### config.mk
export PLATFORM = sky130hd
export DESIGN_NAME = uart_transmitter
export DESIGN_NICKNAME = d
export VERILOG_FILES = /design/src/rtl/uart_transmitter.sv
export SDC_FILE = /design/constraint.sdc
export NUM_CORES = 1
export LEC_CHECK = 0
export CAP_MARGIN = 10
export CORE_ASPECT_RATIO = 0.8
export CORE_MARGIN = 4
export CORE_UTILIZATION = 35
export CTS_BUF_LIST = sky130_fd_sc_hd__clkbuf_8
export DETAILED_ROUTE_END_ITERATION = 12
export MAX_ROUTING_LAYER = met4
export PLACE_DENSITY_LB_ADDON = 0.12
export SLEW_MARGIN = 20
export SYNTH_ARGS = -nofsm -noshare
export SYNTH_HDL_FRONTEND = slang
export SYNTH_SLANG_ARGS = --single-unit
### constraint.sdc
create_clock -name clk -period 5.3 [get_ports clk]
set_clock_uncertainty 0.15 [all_clocks]
set_input_delay 1.06 -clock clk [delete_from_list [all_inputs] [get_ports clk]]
set_output_delay 1.06 -clock clk [all_outputs]
set_load 0.01 [all_outputs]
### src/rtl/uart_transmitter.sv
// ---------------------------------------------------------------------------
// uart_transmitter
//   Serial transmitter with 8N1 framing by default. It takes one byte per
//   TxValid/TxReady handshake and shifts it out on TxD as a start bit, then
//   8 data bits LSB first, then a stop bit. Each bit is exactly CLKS_PER_BIT
//   cycles wide.
//
//   Optional feature: define UART_TX_PARITY_EN to insert an even-parity bit
//   between data bit 7 and the stop bit. The frame is then 11 bits.
//
// Ports:
//   clk      in   system clock, rising edge
//   reset    in   synchronous reset, active low
//   TxData   in   [7:0] byte to send, sampled only at the accepting edge
//   TxValid  in   TxData is valid
//   TxReady  out  idle and able to accept a byte
//   TxD      out  serial line, idles high, driven straight from a flop
//   TxBusy   out  a frame is in progress (inverse of TxReady)
// ---------------------------------------------------------------------------
module uart_transmitter #(
    parameter int CLKS_PER_BIT = 10417
) (
    input  logic       clk,
    input  logic       reset,
    input  logic [7:0] TxData,
    input  logic       TxValid,
    output logic       TxReady,
    output logic       TxD,
    output logic       TxBusy
);

    localparam int CW = (CLKS_PER_BIT > 1) ? $clog2(CLKS_PER_BIT) : 1;
    localparam logic [CW-1:0] BAUD_LAST = CW'(CLKS_PER_BIT - 1);

    localparam logic [2:0] S_IDLE   = 3'd0;
    localparam logic [2:0] S_START  = 3'd1;
    localparam logic [2:0] S_DATA   = 3'd2;
    localparam logic [2:0] S_STOP   = 3'd3;
`ifdef UART_TX_PARITY_EN
    localparam logic [2:0] S_PARITY = 3'd4;
`endif

    logic [2:0]    state_q, state_d;
    logic [7:0]    shift_q, shift_d;
    logic [2:0]    idx_q,   idx_d;
    logic [CW-1:0] baud_q,  baud_d;
    logic          txd_q,   txd_d;
    logic          bit_done;
`ifdef UART_TX_PARITY_EN
    // Parity is captured at acceptance because the shift register is
    // consumed while the data bits go out.
    logic          par_q,   par_d;
`endif

    always_comb begin
        state_d  = state_q;
        shift_d  = shift_q;
        idx_d    = idx_q;
        baud_d   = baud_q;
        txd_d    = txd_q;
`ifdef UART_TX_PARITY_EN
        par_d    = par_q;
`endif
        bit_done = (baud_q == BAUD_LAST);

        case (state_q)
            S_IDLE: begin
                txd_d = 1'b1;
                if (TxValid) begin
                    shift_d = TxData;
                    txd_d   = 1'b0;
                    baud_d  = '0;
                    state_d = S_START;
`ifdef UART_TX_PARITY_EN
                    par_d   = ^TxData;
`endif
                end
            end
            S_START: begin
                if (bit_done) begin
                    baud_d  = '0;
                    idx_d   = 3'd0;
                    txd_d   = shift_q[0];
                    state_d = S_DATA;
                end else begin
                    baud_d = baud_q + CW'(1);
                end
            end
            S_DATA: begin
                if (bit_done) begin
                    baud_d = '0;
                    if (idx_q == 3'd7) begin
`ifdef UART_TX_PARITY_EN
                        txd_d   = par_q;
                        state_d = S_PARITY;
`else
                        txd_d   = 1'b1;
                        state_d = S_STOP;
`endif
                    end else begin
                        // The next bit to present is shift_q[1]; loading TxD
                        // from it keeps TxD registered with no extra cycle.
                        shift_d = shift_q >> 1;
                        txd_d   = shift_q[1];
                        idx_d   = idx_q + 3'd1;
                    end
                end else begin
                    baud_d = baud_q + CW'(1);
                end
            end
`ifdef UART_TX_PARITY_EN
            S_PARITY: begin
                if (bit_done) begin
                    baud_d  = '0;
                    txd_d   = 1'b1;
                    state_d = S_STOP;
                end else begin
                    baud_d = baud_q + CW'(1);
                end
            end
`endif
            S_STOP: begin
                if (bit_done) begin
                    baud_d  = '0;
                    state_d = S_IDLE;
                end else begin
                    baud_d = baud_q + CW'(1);
                end
            end
            default: begin
                state_d = S_IDLE;
                txd_d   = 1'b1;
                baud_d  = '0;
            end
        endcase
    end

    always_ff @(posedge clk) begin
        if (!reset) begin
            state_q <= S_IDLE;
            shift_q <= '0;
            idx_q   <= '0;
            baud_q  <= '0;
            txd_q   <= 1'b1;
`ifdef UART_TX_PARITY_EN
            par_q   <= 1'b0;
`endif
        end else begin
            state_q <= state_d;
            shift_q <= shift_d;
            idx_q   <= idx_d;
            baud_q  <= baud_d;
            txd_q   <= txd_d;
`ifdef UART_TX_PARITY_EN
            par_q   <= par_d;
`endif
        end
    end

    assign TxD     = txd_q;
    assign TxReady = (state_q == S_IDLE);
    assign TxBusy  = ~TxReady;

endmodule
==> impl_metrics.tcl <==
set metrics [dict create \
    syn_nets 219 \
    clock-root-buffer "clkbuf_8" \
    finalWirelength_um 3990 \
    worst_pin_slew_ps 915.0 \
    dieWidth_um 85.30 \
    postSynthAreaPerCell_um2 8.364 \
    crit_cells 4 \
    relSlewSlack_pct 39.00 \
    ys_types 47 \
    clk_pin_slew_ps 100 \
    crit_family "buffers and inverters" \
    cts_resized 0 \
    post-place-ws_ps 2196 \
    insertedDiodeCount 0 \
    port_buffers 13 \
    h-tree-depth 1 \
    async_flop_share_pct 0 \
    synth_top_area_share_pct 33.51 \
    setup_viol 0 \
    cts_tree "done" \
    setup_tns_ps 0 \
    hold_start "baud_q[12]$_SDFFE_PN0N_" \
    n_fill_cell 483 \
    p_leak_nw 0.5922 \
    timing.reg2reg.setup_slack_ps 2850 \
    numCtsBuffers 3 \
    drc_errors 0 \
    hold_path.class "reg -> reg" \
    max_freq_mhz 318.1 \
    grt_overflow 0 \
    grt_pass1_vias 1383 \
    drive_above_1_share_pct 6.863 \
    finalPower_uw 775.8 \
    wl_per_cell_um 15.11 \
    r2r-end "shift_q[0]$_SDFFE_PN0P_" \
    crit_buf_inv 3 \
    power_density_nw_per_um2 418.1 \
    critical_path_class "reg -> out" \
    initial_utilization_pct 36.39 \
    die_area_um2 5957 \
    rows 22 \
    setup_ws_ps 2156 \
    nets 225 \
    startpoint "state_q[0]$_SDFFE_PN0P_" \
    ys_seq_area_share_pct 33.51 \
    path_cells "inv_1 > ha_1 > clkinv_1 > clkdlybuf4s50_1" \
    syn2layout_area_growth_pct 10.92 \
    maxCapViolCount 0 \
    holdBufCountCts 0 \
    drt_iter0_drc 67 \
    grt_use_total_pct 14.04 \
    antenna_found_initial 0 \
    rr_worst_depth 5 \
    cts_setup_buffers 0 \
    arrival_ps 1930 \
    critPathCaptureType "primary output" \
    hold_violations 0 \
    clk_latency_ps 270 \
    cts_buffer_depth 2 \
    hold_path_end "baud_q[12]$_SDFFE_PN0N_" \
    synth_edf_count 0 \
    critical_path_required_ps 4090 \
    hpwl_um 2785 \
    ant_nets 0 \
    finalMaxSlewViolations 0 \
    first_pass_iters 4 \
    coreArea_um2 4597 \
    fin_crit_ps 3144 \
    num_vias 1526 \
    yosys.area.top_type "dfxtp_1" \
    fin_crit_sh_pct 59.32 \
    synth.most_common_cell "dfxtp_1" \
    hold_path_depth 1 \
    synth-main-ff-cell "dfxtp_1" \
    critPathMaxStageDelay_ps 570 \
    yosys_warnings 0 \
    die_h_um 69.84 \
    synth_common_cells "dfxtp_1 (28), a31oi_1 (21), nand3_1 (20)" \
    crit_fanout 9 \
    ys_ff_latch 28 \
    io_pins 14 \
    globalplace.congestion 0.8029 \
    synthCells 200 \
    via_per_inst 5.780 \
    grt_pass1_wl_um 6693 \
    vdd_drop_max_v 0.0002296 \
    worst_path_max_delay_cell "clkdlybuf4s50_1" \
    grt_max_degree 29 \
    reg2reg_from "state_q[0]$_SDFFE_PN0P_" \
    synth_area_um2 1673 \
    synthTopCellsByArea "dfxtp_1 (34%), a31oi_1 (7.9%), ha_1 (6.0%)" \
    status "finished, final reports clean" \
    rsz0062_at_grt "no" \
    cp-start-kind "flop" \
    cts_sinks 28 \
]
sequential cells by signal, summed over array words and instances, names as in the netlist:
signal   cells
TxD          1
idx_q        3
baud_q      14
state_q      2
shift_q      8
power by group:
part	switching, mW	total [mW]	internal (mW)
Sequential	0.0383	0.291	0.253
Clock	0.0661	0.117	0.0511
Combinational	0.217	0.367	0.150
area by class of cell:
class / instances / area [µm²] / area share, %
multi-input combinational: 147 / 992.2 / 53.47
sequential: 28 / 560.5 / 30.21
timing repair buffer: 15 / 145.1 / 7.822
tap: 60 / 75.07 / 4.046
clock buffer: 3 / 41.29 / 2.225
inverter: 11 / 41.29 / 2.225
how the worst max path moves through the flow:
stage                                    to  slack (ps)
finish                               TxBusy        2160
floorplan           shift_q[0]$_SDFFE_PN0P_        3120
global placement     baud_q[5]$_SDFFE_PN0N_        2230
detailed placement   baud_q[5]$_SDFFE_PN0N_        2200
global route                         TxBusy        2020
CTS                                  TxBusy        2150
metrics by stage:
step                util (%)  instance area (µm²)  hold slack, ps  std cells
global placement       39.47                 1814           293.7        261
global route           40.36                 1856           353.3        264
finish                 40.36                 1856           310.5        264
floorplan                  -                 1673           276.9        200
detailed placement     39.47                 1814           304.0        261
CTS                    40.36                 1856           318.2        264
kinds of logic after synthesis:
family	synth area share [%]
XOR/XNOR	0.5237
adder cells (fa/ha/maj)	5.984
flip-flops	33.51
buffers and inverters	7.180
AND/OR/NAND/NOR	29.25
multiplexers	1.870
AO/OA/AOI/OAI	21.69
layer usage:
layer	up-vias	track usage, %	part of all wire (%)
met5	-	-	0
met1	728	21.15	54
met2	24	18.97	41
li1	770	-	-
met3	4	3.325	4.5
met4	0	2.460	0.58
layout by cell type (no fill, tap or decap), drive strengths merged, types with 3 or more instances in the layout:
cell	n
a21oi	14
a31oi	21
clkbuf	3
clkdlybuf4s50	13
dfxtp	28
ha	8
inv	10
nand2	13
nand3	21
nand3b	6
nand4	7
nor2	4
nor3	3
nor4b	9
o21ai	7
o22ai	4
or3	4
Note: power is estimated with default switching activity, not from simulation.
